### config.mk
export PLATFORM = sky130hd
export DESIGN_NAME = inst_fetch_ctrl
export DESIGN_NICKNAME = d
export VERILOG_FILES = /design/src/rtl/cdim_if_pkg.sv /design/src/rtl/inst_fetch_ctrl.sv
export SDC_FILE = /design/constraint.sdc
export NUM_CORES = 1
export LEC_CHECK = 0
export CAP_MARGIN = 20
export CORE_ASPECT_RATIO = 0.9
export CORE_UTILIZATION = 35
export CTS_CLUSTER_SIZE = 10
export DETAILED_ROUTE_END_ITERATION = 8
export PLACE_DENSITY_LB_ADDON = 0.1
export SLEW_MARGIN = 20
export SYNTH_ARGS = -nofsm -noshare
export SYNTH_HDL_FRONTEND = slang
export SYNTH_SLANG_ARGS = --single-unit
### constraint.sdc
create_clock -name clk -period 2.1 [get_ports clk]
set_input_delay 0.315 -clock clk [delete_from_list [all_inputs] [get_ports clk]]
set_output_delay 0.315 -clock clk [all_outputs]
set_load 0.01 [all_outputs]
### src/rtl/cdim_if_pkg.sv
// rtl/cdim_if_pkg.sv - shared types and constants for the IF-stage fetch controller
package cdim_if_pkg;

  typedef enum logic [1:0] {
    IDLE = 2'd0,
    REQ  = 2'd1,
    WAIT = 2'd2
  } fetch_state_t;

  localparam logic [31:0] RESET_PC_DEFAULT = 32'hBFC0_0000;
  localparam logic [31:0] INST_NOP         = 32'h0000_0000;
  localparam logic [31:0] PC_ALIGN_MASK    = 32'hFFFF_FFFC;

endpackage

### src/rtl/inst_fetch_ctrl.sv
// rtl/inst_fetch_ctrl.sv - fetch PC owner, 64-bit instruction bus requester, decode FIFO writer
// Optional macro FETCH_ADEL_EN adds misaligned-PC fetch exception reporting.
module inst_fetch_ctrl
  import cdim_if_pkg::*;
#(
  parameter logic [31:0] RESET_PC = RESET_PC_DEFAULT
) (
  input  logic        clk,
  input  logic        rst,
  input  logic        redirect,
  input  logic [31:0] redirect_pc,
  input  logic        fifo_full,
  output logic        fifo_rst,
  output logic        inst_req,
  output logic [31:0] inst_addr,
  input  logic        inst_addr_ok,
  input  logic        inst_data_ok,
  input  logic [63:0] inst_rdata,
`ifdef FETCH_ADEL_EN
  output logic        fetch_adel,
  output logic [31:0] fetch_badvaddr,
`endif
  output logic        write_en1,
  output logic        write_en2,
  output logic [31:0] write_address1,
  output logic [31:0] write_address2,
  output logic [31:0] write_data1,
  output logic [31:0] write_data2
);

  fetch_state_t state;
  logic [31:0]  pc;
  logic [31:0]  inflight_pc;
  logic         discard;
  logic         adel_lock;
  logic         pc_misaligned;
  logic [31:0]  redirect_target;
  logic [31:0]  pc_step;
  logic         accept;
  logic         push;
  logic         adel_push;

`ifdef FETCH_ADEL_EN
  assign pc_misaligned   = (pc[1:0] != 2'b00);
  assign redirect_target = redirect_pc;
`else
  assign pc_misaligned   = 1'b0;
  assign redirect_target = redirect_pc & PC_ALIGN_MASK;
`endif

  // An odd-word PC fetches only the upper half of the pair, so it advances by one word.
  assign pc_step   = pc[2] ? 32'd4 : 32'd8;
  assign inst_req  = !rst && (state == REQ) && !pc_misaligned;
  assign inst_addr = {pc[31:3], 3'b000};
  assign fifo_rst  = !rst && redirect;
  assign accept    = inst_req && inst_addr_ok;
  assign push      = !rst && (state == WAIT) && inst_data_ok && !discard && !redirect;
  assign adel_push = !rst && (state == REQ) && pc_misaligned && !redirect;

  always_ff @(posedge clk) begin
    if (rst) begin
      state       <= REQ;
      pc          <= RESET_PC;
      inflight_pc <= '0;
      discard     <= 1'b0;
      adel_lock   <= 1'b0;
    end else begin
      case (state)
        IDLE: begin
          if (!fifo_full && !adel_lock) state <= REQ;
        end
        REQ: begin
          if (adel_push) begin
            state     <= IDLE;
            adel_lock <= 1'b1;
          end else if (accept) begin
            inflight_pc <= pc;
            state       <= WAIT;
            if (redirect) discard <= 1'b1;
            else          pc      <= pc + pc_step;
          end
        end
        WAIT: begin
          // A response coinciding with a redirect is simply dropped; no stale one remains.
          if (inst_data_ok) begin
            discard <= 1'b0;
            state   <= fifo_full ? IDLE : REQ;
          end else if (redirect) begin
            discard <= 1'b1;
          end
        end
        default: state <= REQ;
      endcase
      if (redirect) begin
        pc        <= redirect_target;
        adel_lock <= 1'b0;
      end
    end
  end

  always_comb begin
    write_en1      = 1'b0;
    write_en2      = 1'b0;
    write_address1 = inflight_pc;
    write_address2 = inflight_pc + 32'd4;
    write_data1    = inflight_pc[2] ? inst_rdata[63:32] : inst_rdata[31:0];
    write_data2    = inst_rdata[63:32];
`ifdef FETCH_ADEL_EN
    fetch_adel     = 1'b0;
    fetch_badvaddr = pc;
`endif
    if (push) begin
      write_en1 = 1'b1;
      write_en2 = !inflight_pc[2];
    end else if (adel_push) begin
      write_en1      = 1'b1;
      write_address1 = pc;
      write_data1    = INST_NOP;
`ifdef FETCH_ADEL_EN
      fetch_adel     = 1'b1;
`endif
    end
  end

endmodule
Yosys cells after proc, flatten, opt, wreduce, memory -nomap -nowiden
Cells that the tools add are included.
{"block": "totals", "inputBits": 102, "ff_bits": 67, "output_inout_bits": 164}
{"block": "op_classes", "addsub": 2, "eq_ne": 5, "n_reduce_logical": 21, "muxes": 16}
{"operator": "2-to-1 mux 32 bit", "n": 4}
{"operator": "adder 32 x 3 -> 32 bit, second input constant", "n": 1}
{"operator": "adder 32 x 4 -> 32 bit", "n": 1}
{"operator": "logical AND 1 bit", "n": 7}
{"operator": "2-to-1 mux 1 bit", "n": 6}
{"operator": "2-to-1 mux 2 bit", "n": 3}
{"operator": "!= test 2 bit, second input constant", "n": 3}
{"operator": "one-hot mux 2 bit (3 select lines)", "n": 1}
{"operator": "AND reduction 2 bit", "n": 3}
{"operator": "nonzero test 2 bit", "n": 3}
{"operator": "zero test 1 bit", "n": 5}
{"operator": "2-to-1 mux 4 bit", "n": 1}
{"operator": "AND reduction 3 bit", "n": 1}
{"operator": "equality test 2 x 1 -> 1 bit, second input constant", "n": 1}
{"operator": "equality test 2 bit, second input constant", "n": 1}
{"operator": "zero test 2 bit", "n": 1}
{"operator": "one-hot mux 1 bit (2 select lines)", "n": 1}
{"operator": "OR reduction 2 bit", "n": 1}

Logic depth before layout (Yosys ltp)
{"block": "depth", "depth_word": 6, "depth_mapped": 7, "depth_no_buf": 7}

Worst setup path after synthesis
No wires, ideal clock.
{"block": "synth_timing", "path_kind": "register -> output", "start": "register inflight_pc[2]", "end": "output port write_address2[13]", "t_required_ps": 1785, "n_path_buf": 1, "slack_ps": 116, "stages_incl_launch_ff": 7, "arrival_time_ps": 1669, "cell_sequence": "dfxtp_1 > buf_4 > nand3_1 > or3_1 > nor2_1 > nand3_1 > xnor2_1"}
{"block": "synth_via", "elab_chain_cells": 1}
{"element": "start: declaration", "line_no": "inst_fetch_ctrl.sv:33", "source": "logic [31:0] inflight_pc;"}
{"element": "start signal: assignment", "line_no": "inst_fetch_ctrl.sv:77", "source": "inflight_pc <= pc;"}
{"element": "adder 32 x 3 -> 32 bit", "line_no": "inst_fetch_ctrl.sv:105", "source": "write_address2 = inflight_pc + 32'd4;"}
{"element": "end: declaration", "line_no": "inst_fetch_ctrl.sv:26", "source": "output logic [31:0] write_address2,"}
Every way passes these cells.

Worst setup path after layout
{"block": "layout_timing", "start": "register inflight_pc[2]", "end": "output port write_address2[15]"}
The elaborated chain is that of the path after synthesis.

==> results.sh <==
export IMPL_status="finished, final reports clean"
export IMPL_hold_viol=0
export IMPL_rsz0062_at_grt="yes"
export IMPL_grt_pass1_wl_um=24300
export IMPL_intPower_mw=3.03
export IMPL_switching_power_mw=1.02
export IMPL_grt_usage=0.241
export IMPL_max_freq_mhz=479
export IMPL_wl_per_cell_um=16.9
export IMPL_use_met3=0.0348
export IMPL_drt_first_pass_iters=5
export IMPL_place_gp_congestion=0.902
export IMPL_drive_above_1_share=0.244
export IMPL_crit_family="simple AND/OR/NAND/NOR gates"
export IMPL_syn_area_mm2=0.00437
export IMPL_end_kind="primary output"
export IMPL_dr_total_vias=4680
export IMPL_cap_viol_max_count=0
export IMPL_synth_edf_count=0
export IMPL_final_setup_viol_count=0
export IMPL_fin_crit_sh=0.994
export IMPL_ys_seq_area_frac=0.289
export IMPL_hold_class="register to register"
export IMPL_grt_overflow=0
export IMPL_clkPwrFrac=0.419
export IMPL_synth_seq_cells=63
export IMPL_cts_buffers=9
export IMPL_synth_avg_cell_area_um2=8.02
export IMPL_path_clk_slew_ps=50
export IMPL_p_comb_frac=0.248
export IMPL_path_class="register to primary output"
export IMPL_crit_arrival_ps=1770
export IMPL_io_pins=266
export IMPL_routed_wl_um=16300
export IMPL_cts_root_buffer_cell="clkbuf_16"
export IMPL_grt_max_degree=49
export IMPL_ir_drop_v=0.000469
export IMPL_use_met1=0.304
export IMPL_die_h_um=108
export IMPL_p_leak_nw=3.30
export IMPL_postRouteAntennaNets=0
export IMPL_io_buffers=256
export IMPL_period_needed_ps=2090
export IMPL_cp_slowest_cell="dfxtp_4"
export IMPL_core_area_mm2=0.0121
export IMPL_area_growth_syn_to_layout_pct=74.1
export IMPL_cp_required_ps=1780
export IMPL_cts_tree="done"
export IMPL_cts_path_max_buffers=2
export IMPL_maxSlewViolCount=0
export IMPL_nFillCells=1060
export IMPL_clock_latency_ps=330
export IMPL_antenna_cells=0
export IMPL_cts_hold_buffers=0
export IMPL_antenna_found_initial=0
export IMPL_ys_flop_type="dfxtp_1"
export IMPL_async_flop_share=0
export IMPL_start_util=0.360
export IMPL_fin_setup_tns_ps=0
export IMPL_maxSlewHeadroom=0.639
export IMPL_worstMarginPinSlew_ps=542
export IMPL_ctsHtreeMaxLevel=3
export IMPL_synth_distinct_cells=50
export IMPL_cts_sinks=63
export IMPL_cp_num_buf_inv=2
export IMPL_first_iter_violations=180
export IMPL_final_area_mm2=0.00761
export IMPL_power_frac_seq=0.333
export IMPL_finClkSkew_ps=5.93
export IMPL_die_w_um=120
export IMPL_top_usage_layer="met2"
export IMPL_dp_hpwl_um=12800
export IMPL_core_rowCount=38
export IMPL_drc_errors=0
export IMPL_crit_fanout=4
export IMPL_cp_cell_sequence="nand3_4 > or3_4 > nor2_4 > buf_6 > nand2_2 > xnor2_2 > buf_2"
export IMPL_switching_share=0.251
export IMPL_critPathMaxStageDelay_ps=400
export IMPL_met2_usage=0.424
export IMPL_drt_vias_per_instance=4.85
export IMPL_power_density_mw_per_mm2=532
export IMPL_final_nets=904
export IMPL_synth_yosys_warnings=0
export IMPL_die_area_mm2=0.0129
export IMPL_placed_cell_area_mm2=0.00711
export IMPL_syn_inst=545
export IMPL_start_kind="register"
export IMPL_grt_pass1_vias=4535
==> synth_stat cells (3+ instances only) <==
master    instances  area, um2
nand2_1          96        360
buf_4            69        518
dfxtp_1          63       1260
a21oi_1          44        220
mux2_2           32        360
nor2_1           31        116
xnor2_1          30        263
xor2_1           23        201
nand3_1          21        105
nand4_1          21        131
clkbuf_1         16       60.1
inv_1            13       48.8
o21ai_1           8       40.0
a211oi_1          7       52.6
nor3_1            7       35.0
and4_1            5       43.8
and3_1            4       25.0
buf_2             4       20.0
mux2i_1           4       40.0
a211oi_2          3       37.5
buf_1             3       11.3
ha_1              3       37.5
nor4_2            3       37.5
nor4_4            3       63.8
==> power by group through the flow <==
stage	Sequential, mW	Combinational, mW	Clock (mW)
2_1_floorplan	1.37	0.457	0
5_1_grt	1.36	1.07	1.77
6_report	1.35	1.00	1.70
3_5_place_dp	1.37	1.03	0
3_3_place_gp	1.37	1.02	0
4_1_cts	1.35	1.03	1.72
==> stage by stage <==
step / hold WS (ps) / std cells / util / total power [mW] / setup WS [ps]
after floorplan: 412 / 551 / - / 1.83 / 116
after global placement: 483 / 947 / 0.586 / 2.39 / -148
after detailed placement: 488 / 947 / 0.586 / 2.40 / -162
after CTS: 496 / 963 / 0.616 / 4.09 / -164
after global routing: 529 / 964 / 0.627 / 4.20 / -97.9
final: 491 / 964 / 0.627 / 4.05 / 12.0
==> sequential cells by signal, indices dropped and copies added, names as in the netlist <==
| register | flops |
|---|---|
| pc | 30 |
| inflight_pc | 30 |
| discard | 1 |
| state | 2 |
==> what timing repair did <==
action	in CTS	in global routing
resized for setup	84	92
pin swaps	6	27
setup endpoints to repair	59	58
setup buffers	0	1
endpoints found under the hold margin	0	0
==> layout make-up <==
cell class,count,area (um2),area share
Timing Repair Buffer,330,3120,0.410
Inverter,14,52.6,0.00691
Sequential cell,63,1280,0.168
Tap cell,160,200,0.0263
Clock inverter,3,90.1,0.0118
Clock buffer,13,250,0.0329
Multi-Input combinational cell,381,2610,0.343
==> logic make-up (layout without fill, tap and decap cells) <==
kind of cell             Yosys count  count (layout)  share of synthesized area
AO/OA/AOI/OAI                     75              75                      0.102
XOR/XNOR                          53              53                      0.106
adder cells (fa/ha/maj)            3               3                    0.00859
buffers and inverters            107             360                      0.154
flip-flops                        63              63                      0.289
multiplexers                      36              36                     0.0916
other                              1               7                   0.000858
AND/OR/NAND/NOR                  207             207                      0.248
==> routing by layer <==
metal | vias to the layer above | routed length, um
met5 | - | 0
met4 | 0 | 261
met3 | 21 | 755
met2 | 150 | 8110
met1 | 2205 | 7160
li1 | 2304 | -
==> placed cells by master, fill, tap and decap left out, types with 10 or more instances in the layout <==
| master | count |
|---|---|
| clkdlybuf4s50_1 | 196 |
| nand2_1 | 92 |
| buf_4 | 68 |
| dfxtp_1 | 51 |
| a21oi_1 | 44 |
| mux2_2 | 32 |
| dlymetal6s2s_1 | 32 |
| xnor2_1 | 29 |
| nor2_1 | 24 |
| xor2_1 | 23 |
| nand4_1 | 21 |
| buf_2 | 21 |
| nand3_1 | 17 |
| inv_1 | 13 |
| dfxtp_2 | 10 |
==> worst min-delay path, stage by stage, from the launching register on <==
cell     delay, ps
dfxtp_1        330
nand2_1         60
a21oi_1         50
==> worst paths after layout <==
check	from	to	slack [ps]	cells after the start
setup / recovery	inflight_pc[2]	write_address2[15]	10	7
setup reg to reg	pc[2]	pc[9]	210	7
hold / removal	pc[31]	inflight_pc[31]	490	2
hold reg to reg	pc[31]	inflight_pc[31]	490	2
Power figures use the tool's default switching activity.
